**config.mk**
```make
export PLATFORM = sky130hd
export DESIGN_NAME = gated_count_sched
export DESIGN_NICKNAME = d
export VERILOG_FILES = /design/src/rtl/gated_count_sched.sv
export SDC_FILE = /design/constraint.sdc
export NUM_CORES = 1
export LEC_CHECK = 0
export ABC_AREA = 0
export BUFFER_PORTS_ARGS = -buffer_cell sky130_fd_sc_hd__buf_2
export CORE_UTILIZATION = 50
export DETAILED_ROUTE_END_ITERATION = 10
export MAX_ROUTING_LAYER = met4
export PLACE_DENSITY = 0.67
export SETUP_SLACK_MARGIN = 0.1
export SLEW_MARGIN = 20
export SYNTH_ARGS = -nofsm -noshare
export SYNTH_HDL_FRONTEND = slang
export SYNTH_SLANG_ARGS = --single-unit
```
**constraint.sdc**
```tcl
create_clock -name clk_i -period 5.6 [get_ports clk_i]
set_input_delay 0 -clock clk_i [delete_from_list [all_inputs] [get_ports clk_i]]
set_output_delay 0 -clock clk_i [all_outputs]
set_load 0.03 [all_outputs]
```
**src/rtl/gated_count_sched.sv**
```systemverilog
// Gated multichannel pulse counter: counts per-channel pulses over a programmable
// window, snapshots all channels at window end and drains them over valid/ready.
module gated_count_sched #(
  parameter int NUM_CH    = 4,
  parameter int CNT_WIDTH = 16,
  parameter int GATE_W    = 24,
  localparam int CH_W     = (NUM_CH > 1) ? $clog2(NUM_CH) : 1
) (
  input  logic                 clk_i,
  input  logic                 rst_i,
  input  logic [NUM_CH-1:0]    pulse_i,
  input  logic                 enable_i,
  input  logic [GATE_W-1:0]    gate_len_i,
  output logic                 gate_o,
  output logic                 busy_o,
  output logic                 overrun_o,
  output logic                 rd_valid_o,
  input  logic                 rd_ready_i,
  output logic [CH_W-1:0]      rd_ch_o,
  output logic [CNT_WIDTH-1:0] rd_cnt_o,
  output logic                 rd_ovf_o,
  output logic                 rd_last_o
);
  typedef enum logic {IDLE, RUN} run_state_t;
  typedef enum logic {D_IDLE, D_SEND} drain_state_t;

  localparam logic [CH_W-1:0] LAST_CH = CH_W'(NUM_CH - 1);

  // Saturating increment: returns {ovf, count}; a pulse arriving at all-ones is lost and flagged.
  function automatic logic [CNT_WIDTH:0] sat_inc(input logic [CNT_WIDTH-1:0] cnt,
                                                 input logic ovf, input logic pulse);
    if (pulse && (&cnt)) return {1'b1, cnt};
    else if (pulse)      return {ovf, cnt + CNT_WIDTH'(1)};
    else                 return {ovf, cnt};
  endfunction

  run_state_t             state_q;
  drain_state_t           d_state_q;
  logic [GATE_W-1:0]      gate_len_q;
  logic [GATE_W-1:0]      gate_cnt_q;
  logic [CNT_WIDTH-1:0]   live_cnt_q [NUM_CH];
  logic                   live_ovf_q [NUM_CH];
  logic [CNT_WIDTH-1:0]   inc_cnt    [NUM_CH];
  logic                   inc_ovf    [NUM_CH];
  logic [CNT_WIDTH-1:0]   shadow_cnt_q [NUM_CH];
  logic                   shadow_ovf_q [NUM_CH];
  logic [CH_W-1:0]        idx_q;
  logic                   overrun_q;
  logic                   end_win;
  logic                   run_start;
  logic                   xfer;
  logic                   drain_free;

  always_comb begin
    for (int i = 0; i < NUM_CH; i++) begin
      {inc_ovf[i], inc_cnt[i]} = sat_inc(live_cnt_q[i], live_ovf_q[i], pulse_i[i]);
    end
  end

  assign end_win    = (state_q == RUN) && (gate_cnt_q == gate_len_q - GATE_W'(1));
  assign run_start  = (state_q == IDLE) && enable_i;
  assign xfer       = (d_state_q == D_SEND) && rd_ready_i;
  // The final transfer and a new window end may share a cycle without losing the snapshot.
  assign drain_free = (d_state_q == D_IDLE) || (xfer && (idx_q == LAST_CH));

  // Gate window and live counters
  always_ff @(posedge clk_i or posedge rst_i) begin
    if (rst_i) begin
      state_q    <= IDLE;
      gate_len_q <= '0;
      gate_cnt_q <= '0;
      for (int i = 0; i < NUM_CH; i++) begin
        live_cnt_q[i] <= '0;
        live_ovf_q[i] <= 1'b0;
      end
    end else begin
      case (state_q)
        IDLE: begin
          if (enable_i) begin
            state_q    <= RUN;
            gate_len_q <= (gate_len_i == '0) ? GATE_W'(1) : gate_len_i;
          end
        end
        RUN: begin
          if (end_win) begin
            gate_cnt_q <= '0;
            for (int i = 0; i < NUM_CH; i++) begin
              live_cnt_q[i] <= '0;
              live_ovf_q[i] <= 1'b0;
            end
            if (!enable_i) state_q <= IDLE;
          end else begin
            gate_cnt_q <= gate_cnt_q + GATE_W'(1);
            for (int i = 0; i < NUM_CH; i++) begin
              live_cnt_q[i] <= inc_cnt[i];
              live_ovf_q[i] <= inc_ovf[i];
            end
          end
        end
        default: state_q <= IDLE;
      endcase
    end
  end

  // Snapshot shadow and readout drain
  always_ff @(posedge clk_i or posedge rst_i) begin
    if (rst_i) begin
      d_state_q <= D_IDLE;
      idx_q     <= '0;
      overrun_q <= 1'b0;
      for (int i = 0; i < NUM_CH; i++) begin
        shadow_cnt_q[i] <= '0;
        shadow_ovf_q[i] <= 1'b0;
      end
    end else begin
      if (run_start) overrun_q <= 1'b0;
      if (xfer) begin
        if (idx_q == LAST_CH) begin
          d_state_q <= D_IDLE;
          idx_q     <= '0;
        end else begin
          idx_q <= idx_q + CH_W'(1);
        end
      end
      if (end_win) begin
        if (drain_free) begin
          d_state_q <= D_SEND;
          idx_q     <= '0;
          for (int i = 0; i < NUM_CH; i++) begin
            shadow_cnt_q[i] <= inc_cnt[i];
            shadow_ovf_q[i] <= inc_ovf[i];
          end
        end else begin
          overrun_q <= 1'b1;
        end
      end
    end
  end

  assign gate_o     = (state_q == RUN);
  assign rd_valid_o = (d_state_q == D_SEND);
  assign busy_o     = gate_o | rd_valid_o;
  assign overrun_o  = overrun_q;
  assign rd_ch_o    = idx_q;
  assign rd_cnt_o   = shadow_cnt_q[idx_q];
  assign rd_ovf_o   = shadow_ovf_q[idx_q];
  assign rd_last_o  = (idx_q == LAST_CH) && rd_valid_o;

endmodule

```
==> results.txt, run 1 <==
Critical-path cell list = inv_1 > ha_1 > or3b_2 > or4_1 > a2111oi_1 > nor2_1 > or4b_1 > nor4_4 > buf_12 > mux2_1
Static Leak = 5.52 nW
Filler cells = 1,821
Setup Fix Bufs, Post-CTS = 0
Initial antenna violation count = 0
Tcrit/Tclk final = 76.6%
Total track usage = 25.3%
Avg Cell Area, Syn = 10.0 µm²
Num Clock Sinks = 189
H-tree depth = 4
Clock transition at the registers of the reported paths = 0.07 ns
Synthesized area = 10,800 µm²
FP Rows = 53
Hold_buf cts = 31
Endpoint class of the critical path = flip-flop
Largest net degree at the start of global routing = 117
P per Cell Area = 299 nW/µm²
Hold Vio Cnt, Final = 0
Share of post-route cells with drive strength above 1 = 14.4%
Antenna-violating nets left = 0
Critical Path RT = 5.91 ns
Cell count after synthesis = 1,079
Number of buffers created by CTS = 17
Worst min-delay path class = primary input to asynchronous set/reset pin
Horiz. Die Dim = 149 µm
Placeable Area = 21,200 µm²
First-pass GRT wire length = 42.6 mm
Final Setup Violations = 0
WP buf/inv = 2
Ys Warns = 0
Post-synth top area share = 43.6%
Nets = 1,170
Number of remaining DRC errors = 0
Post-synth EDFFs = 0
Area growth from synthesis to layout = 12.2%
Post-synth cell types = 67
Via count = 8,208
Yosys reg bits = 189
Iter 0 DRT Violations = 485
Clk buf depth = 2
Worst EP arrival = 4.60 ns
Root Buffer = clkbuf_16
Startpoint class of the critical path = flip-flop
DRT Pass-1 Iters = 4
GPL Wtd Cong = 0.908
Asr flop ratio synth = 100%
CP delay by family, top = simple AND/OR/NAND/NOR gates
Status = finished clean
Setup TNS = 0 ns
N_diodes = 0
Io pins = 56
CP Max Fanout = 70
Largest area contributor in the netlist = dfrtp_1
Worst Setup SP = gate_len_q[0]
Vias per inst = 5.78
Setup Skew = 0.0131 ns
Die area = 22,300 µm²
Rel. slew slack = 23.2%
Initial Util = 51.2%
RR Startpoint = gate_len_q[0]
Worst-margin pin slew = 1.14 ns
WL final = 25.8 mm
Slowest stage delay, CP = 0.70 ns
Fmax = 233 MHz
Port bufs = 55
Worst-skew pair later-pin latency = 0.44 ns
Setup slack, reg-to-reg = 1.31 ns
Die height = 149 µm
CTS tree = built
Fin. max-slew vios = 0
Post-route core utilization = 57.5%
Register area share after synthesis = 43.6%
Maximum vdd drop = 0.000203 V
Crit path kind = flip-flop to flip-flop
Synth top area cells = dfrtp_1, mux2_1, xnor2_1, xor2_1, mux2i_1
Synthesized net count = 1,118
Grt ovf = 0
Main synth FF type = dfrtp_1
Max-cap viol count = 0
Final min period = 4.29 ns
PostCTS Resize Cnt = 0
Crit path max-delay cell type = or4b_1
Dpl hpwl = 17.7 mm
Vias in the first global route = 8,082
RSZ-0062 raised after global routing = no
WL per Instance = 18.2 µm
[tightest hold or removal path: stages]
cell,delay [ns]
dlygate4sd3_1,0.53
buf_2,0.15
inv_8,0.53
[layer usage]
layer  global-route usage, %  wire length, µm
met5                       -                0
met4                    6.12              333
met3                    3.30              690
met2                    41.6            12700
met1                    33.3            12100
[final cells by class]
class	count	area (µm²)	area share [%]
Tap cell	275	344	2.83
Sequential cell	189	4730	38.9
Clock buffer	17	425	3.50
Multi-Input combinational cell	801	5730	47.2
Timing Repair Buffer	99	696	5.72
Clock inverter	15	130	1.07
Inverter	23	93.8	0.772
[registers in the layout, indices dropped and copies added, names as in the netlist]
name          count
live_cnt_q       64
rd_ch_o           2
shadow_cnt_q     64
overrun_o         1
gate_cnt_q       24
rd_valid_o        1
gate_o            1
shadow_ovf_q      4
live_ovf_q        4
gate_len_q       24
[cell usage after synthesis (6+ instances only)]
library cell,instances
dfrtp_1,189
nor2_1,102
nand2_1,84
nor3_1,61
mux2_1,60
xnor2_1,60
xor2_1,50
nand3_1,49
clkbuf_1,48
mux2i_1,39
o21ai_0,33
and3_1,27
mux2_2,27
inv_1,23
nand4_1,23
a21oi_1,20
mux4_2,17
nor4_1,16
or3_1,11
a31oi_1,10
or4_1,10
and4_1,9
and2_1,7
ha_1,7
buf_2,6
buf_6,6
o2bb2ai_1,6
or2_2,6
[logic make-up after synthesis]
logic type                 Yosys count  synth area share, %
buffers and inverters               89                 3.60
adders and majority gates            7                0.808
xor gates and xnor gates           110                 8.89
and+or+nand+nor                    428                 20.0
DFF                                189                 43.6
AOI/OAI and AO/OA                  113                 6.89
muxes                              143                 16.2
[path summary, 6_finish.rpt]
kind,depth (start not counted),to
worst min-delay path,3,gate_cnt_q[8]
worst max register to register,10,shadow_cnt_q[13]
worst max-delay path,10,shadow_cnt_q[13]
worst min register to register,1,shadow_cnt_q[38]
max in group asynchronous,4,shadow_ovf_q[3]
min in group clk_i,3,gate_len_q[19]
[layout by cell type, fill, tap and decap left out, drive strengths merged, types with 5 or more instances in the layout]
cell type    synthesis  final
xnor2               60     60
clkbuf              48     17
a31oi               11     11
and3                27     27
o21ai               33     33
or4                 11     11
dfrtp              189    189
mux4                17     17
a21oi               20     20
mux2i               39     39
dlygate4sd3          0     31
nor2               102    102
buf                 18     68
nand2               84     84
nand2b               5      5
o22ai                5      5
and2                 7      7
nor4                19     19
or3                 11     11
o2bb2ai              6      6
mux2                87     87
xor2                50     50
nand4               23     23
and4                 9      9
nor3                61     61
clkinv               0      5
or2                  6      6
nand3               49     49
ha                   7      7
inv                 23     30
[power breakdown]
part           switching (W)  internal [W]
registers           0.000234       0.00150
logic               0.000392      0.000354
clock network       0.000575      0.000583
[per-stage QoR]
stage / hold WS (ns) / area (µm²) / setup slack, ns / power, W / cells
4_1_cts: 0.319 / 12200 / 1.32 / 0.00366 / 1419
3_3_place_gp: 0.235 / 11300 / 1.47 / 0.00247 / 1356
3_5_place_dp: 0.237 / 11300 / 1.37 / 0.00248 / 1356
5_1_grt: 0.364 / 12200 / 1.04 / 0.00384 / 1419
2_1_floorplan: 0.108 / 10800 / 0.458 / 0.00229 / 1079
6_report: 0.276 / 12200 / 1.31 / 0.00364 / 1419
Note: power is estimated with default switching activity, not from simulation.
==> run 2, diff against run 1 <==
PLACE_DENSITY = 0.7   (was 0.67)
clock period = 3.9 ns   (was 5.6 ns; I/O delays follow)
==> run 2 against run 1 <==
Routed wire length increased by 4.7%. Clock power is 51% higher. Flip-flop and latch count stayed put. Maximum frequency increased by 14%. Via count rose by 3.7%. Highest routed layer unchanged. Non-clock buffer count is 31 higher. Largest cell class unchanged.
==> results.txt, run 2 (same netlist as run 1, synthesis figures left out) <==
Met3 Routed Length = 1.25 mm (+81%)
Io pins = 56 (unchanged)
Max layer used = met4
Nets = 1,201 (+2.6%)
Biggest regs = live_cnt_q x64, shadow_cnt_q x64
WL final = 27.0 mm (+4.7%)
Placed insts = 1,370 (+1.0%)
Leading cell type in the layout, fill and taps excluded = dfrtp_1
GPL Wtd Cong = 0.926 (+1.9%)
Status = finished clean
CP Max Fanout = 8 (-89%)
FP Rows = 53 (unchanged)
Int Power = 0.00362 W (+48%)
Tcrit/Tclk final = 96.5% (+20 points)
Endpoint class of the critical path = flip-flop
Via count = 8,513 (+3.7%)
Max-cap viol count = 0 (unchanged)
Met2 WL post-DR = 13.2 mm (+4.0%)
Static Leak = 5.75 nW (+4.1%)
Number of remaining DRC errors = 0 (unchanged)
Setup Skew = 0.0151 ns (+0.00195 ns)
RSZ-0062 raised after global routing = yes
H-tree depth = 4 (unchanged)
Filler cells = 1,731 (-4.9%)
Placeable Area = 21,200 µm² (unchanged)
Port bufs = 55 (unchanged)
Fin. max-slew vios = 0 (unchanged)
Post-route core utilization = 59.9% (+2.4 points)
Clock transition at the registers of the reported paths = 0.07 ns (about the same)
WL met1 = 11.7 mm (-3.0%)
N_diodes = 0 (unchanged)
Grt ovf = 0 (unchanged)
Root Buffer = clkbuf_16
Sw Share = 32.4% (-0.58 points)
Maximum vdd drop = 0.000344 V (+70%)
Iter 0 DRT Violations = 488 (+0.62%)
Initial antenna violation count = 0 (unchanged)
Setup TNS = 0 ns (unchanged)
Worst EP arrival = 4.08 ns (-0.52 ns)
Startpoint class of the critical path = flip-flop
Vias per inst = 5.88 (+1.6%)
Area growth from synthesis to layout = 16.9%
Rel. slew slack = 33.3% (+10 points)
Die height = 149 µm (unchanged)
Final Power = 0.00535 W (+47%)
Commonest cells after routing, fill and taps aside = dfrtp_1, nor2_1, nand2_1
Worst-margin pin slew = 1.00 ns (-0.138 ns)
First-pass GRT wire length = 42.9 mm (+0.52%)
Clock share of power = 32.6% (+0.8 points)
Worst min-delay path class = primary input to asynchronous set/reset pin
Total track usage = 25.6% (+0.23 points)
Initial Util = 51.2% (unchanged)
Post-route cell area = 12,700 µm² (+4.3%)
Final Setup Violations = 0 (unchanged)
Vias in the first global route = 8,213 (+1.6%)
P_sw = 0.00174 W (+45%)
CTS tree = built
Fmax = 266 MHz (+14%)
Hold Vio Cnt, Final = 0 (unchanged)
Horiz. Die Dim = 149 µm (unchanged)
Placed Area = 11,400 µm² (+1.3%)
Clk buf depth = 2 (unchanged)
Comb power frac = 20.9% (+0.4 points)
P per Cell Area = 422 nW/µm² (+41%)
Num Clock Sinks = 189 (unchanged)
Critical Path RT = 4.22 ns (-1.69 ns)
Share of post-route cells with drive strength above 1 = 17.7% (+3.3 points)
Worst-skew pair later-pin latency = 0.44 ns (about the same)
Largest net degree at the start of global routing = 94 (-20%)
Final min period = 3.76 ns (-0.527 ns)
DRT Pass-1 Iters = 5 (+1)
Die area = 22,300 µm² (unchanged)
Finished Layout Cells = 1,449 (+2.1%)
Sequential share of power = 46.4% (-1.3 points)
Crit path kind = flip-flop to flip-flop
WL per Instance = 18.6 µm (+2.5%)
Number of buffers created by CTS = 17 (unchanged)
Dpl hpwl = 17.6 mm (-0.55%)
Antenna-violating nets left = 0 (unchanged)
## run 2: cell count changes in the layout (fill, tap and decap cells not counted), sizes merged
| cell | previous run | this run |
|---|---|---|
| clkbuf | 17 | 23 |
| buf | 68 | 96 |
| bufinv | 0 | 1 |
| inv | 30 | 27 |
| clkinv | 5 | 3 |
## run 2: worst max-delay path: stages (launching register included)
cell and delay [ns]:
dfrtp_1 0.42, or4_4 0.53, or4_4 0.52, a2111oi_4 0.42, a31oi_4 0.07, or4_4 0.56, nor4_4 0.34, buf_6 0.25
buf_8 0.18, mux2_1 0.34
## run 2: final cells by class
| class | instances | area (µm²) | share of cell area (%) |
|---|---|---|---|
| clock buffer | 20 | 457 | 3.60 |
| clock inverter | 11 | 128 | 1.01 |
| inverter | 23 | 90.1 | 0.711 |
| multi-input combinational | 801 | 5830 | 46.0 |
| sequential | 189 | 4730 | 37.3 |
| tap | 275 | 344 | 2.71 |
| timing repair buffer | 130 | 1090 | 8.63 |
## run 2: worst paths after layout
kind | start | to | slack (ns) | cells past startpoint
hold reg to reg | shadow_cnt_q[61] | shadow_cnt_q[61] | 0.49 | 1
hold / removal | rst_i | gate_len_q[2] | 0.30 | 3
setup / recovery | gate_len_q[16] | shadow_cnt_q[47] | 0.14 | 9
max in group asynchronous | rst_i | shadow_cnt_q[22] | 2.59 | 4
min in group clk_i | gate_len_i[6] | gate_len_q[6] | 0.34 | 3
setup reg to reg | gate_len_q[16] | shadow_cnt_q[47] | 0.14 | 9
## run 2: stage by stage
step	hold WS, ns	setup slack [ns]
after global routing	0.335	0.0398
after detailed placement	0.235	0.0531
after floorplan	0.108	0.101
final	0.303	0.138
after CTS	0.306	0.105
after global placement	0.235	0.139
## run 2: what timing repair did
action / 4_1_cts / 5_1_grt
buffers inserted: 1 / 6
hold buffers: 31 / 0
gates cloned: 2 / 8
setup endpoints to repair: 60 / 110
endpoints found under the hold margin: 76 / 0
resized for setup: 1 / 25
pin swaps: 1 / 4
## run 2: power groups by stage
stage          combinational [W]  clock, W  sequential [W]
2_1_floorplan           0.000922         0         0.00236
3_3_place_gp             0.00106         0         0.00250
3_5_place_dp             0.00109         0         0.00251
4_1_cts                  0.00111   0.00177         0.00248
5_1_grt                  0.00126   0.00186         0.00253
6_report                 0.00112   0.00175         0.00248
## run 2: per-layer routing
metal	vias to the layer above	track usage (%)
li1	4034	-
met1	4217	32.0
met2	215	41.3
met3	47	5.47
met4	0	8.16
met5	-	-
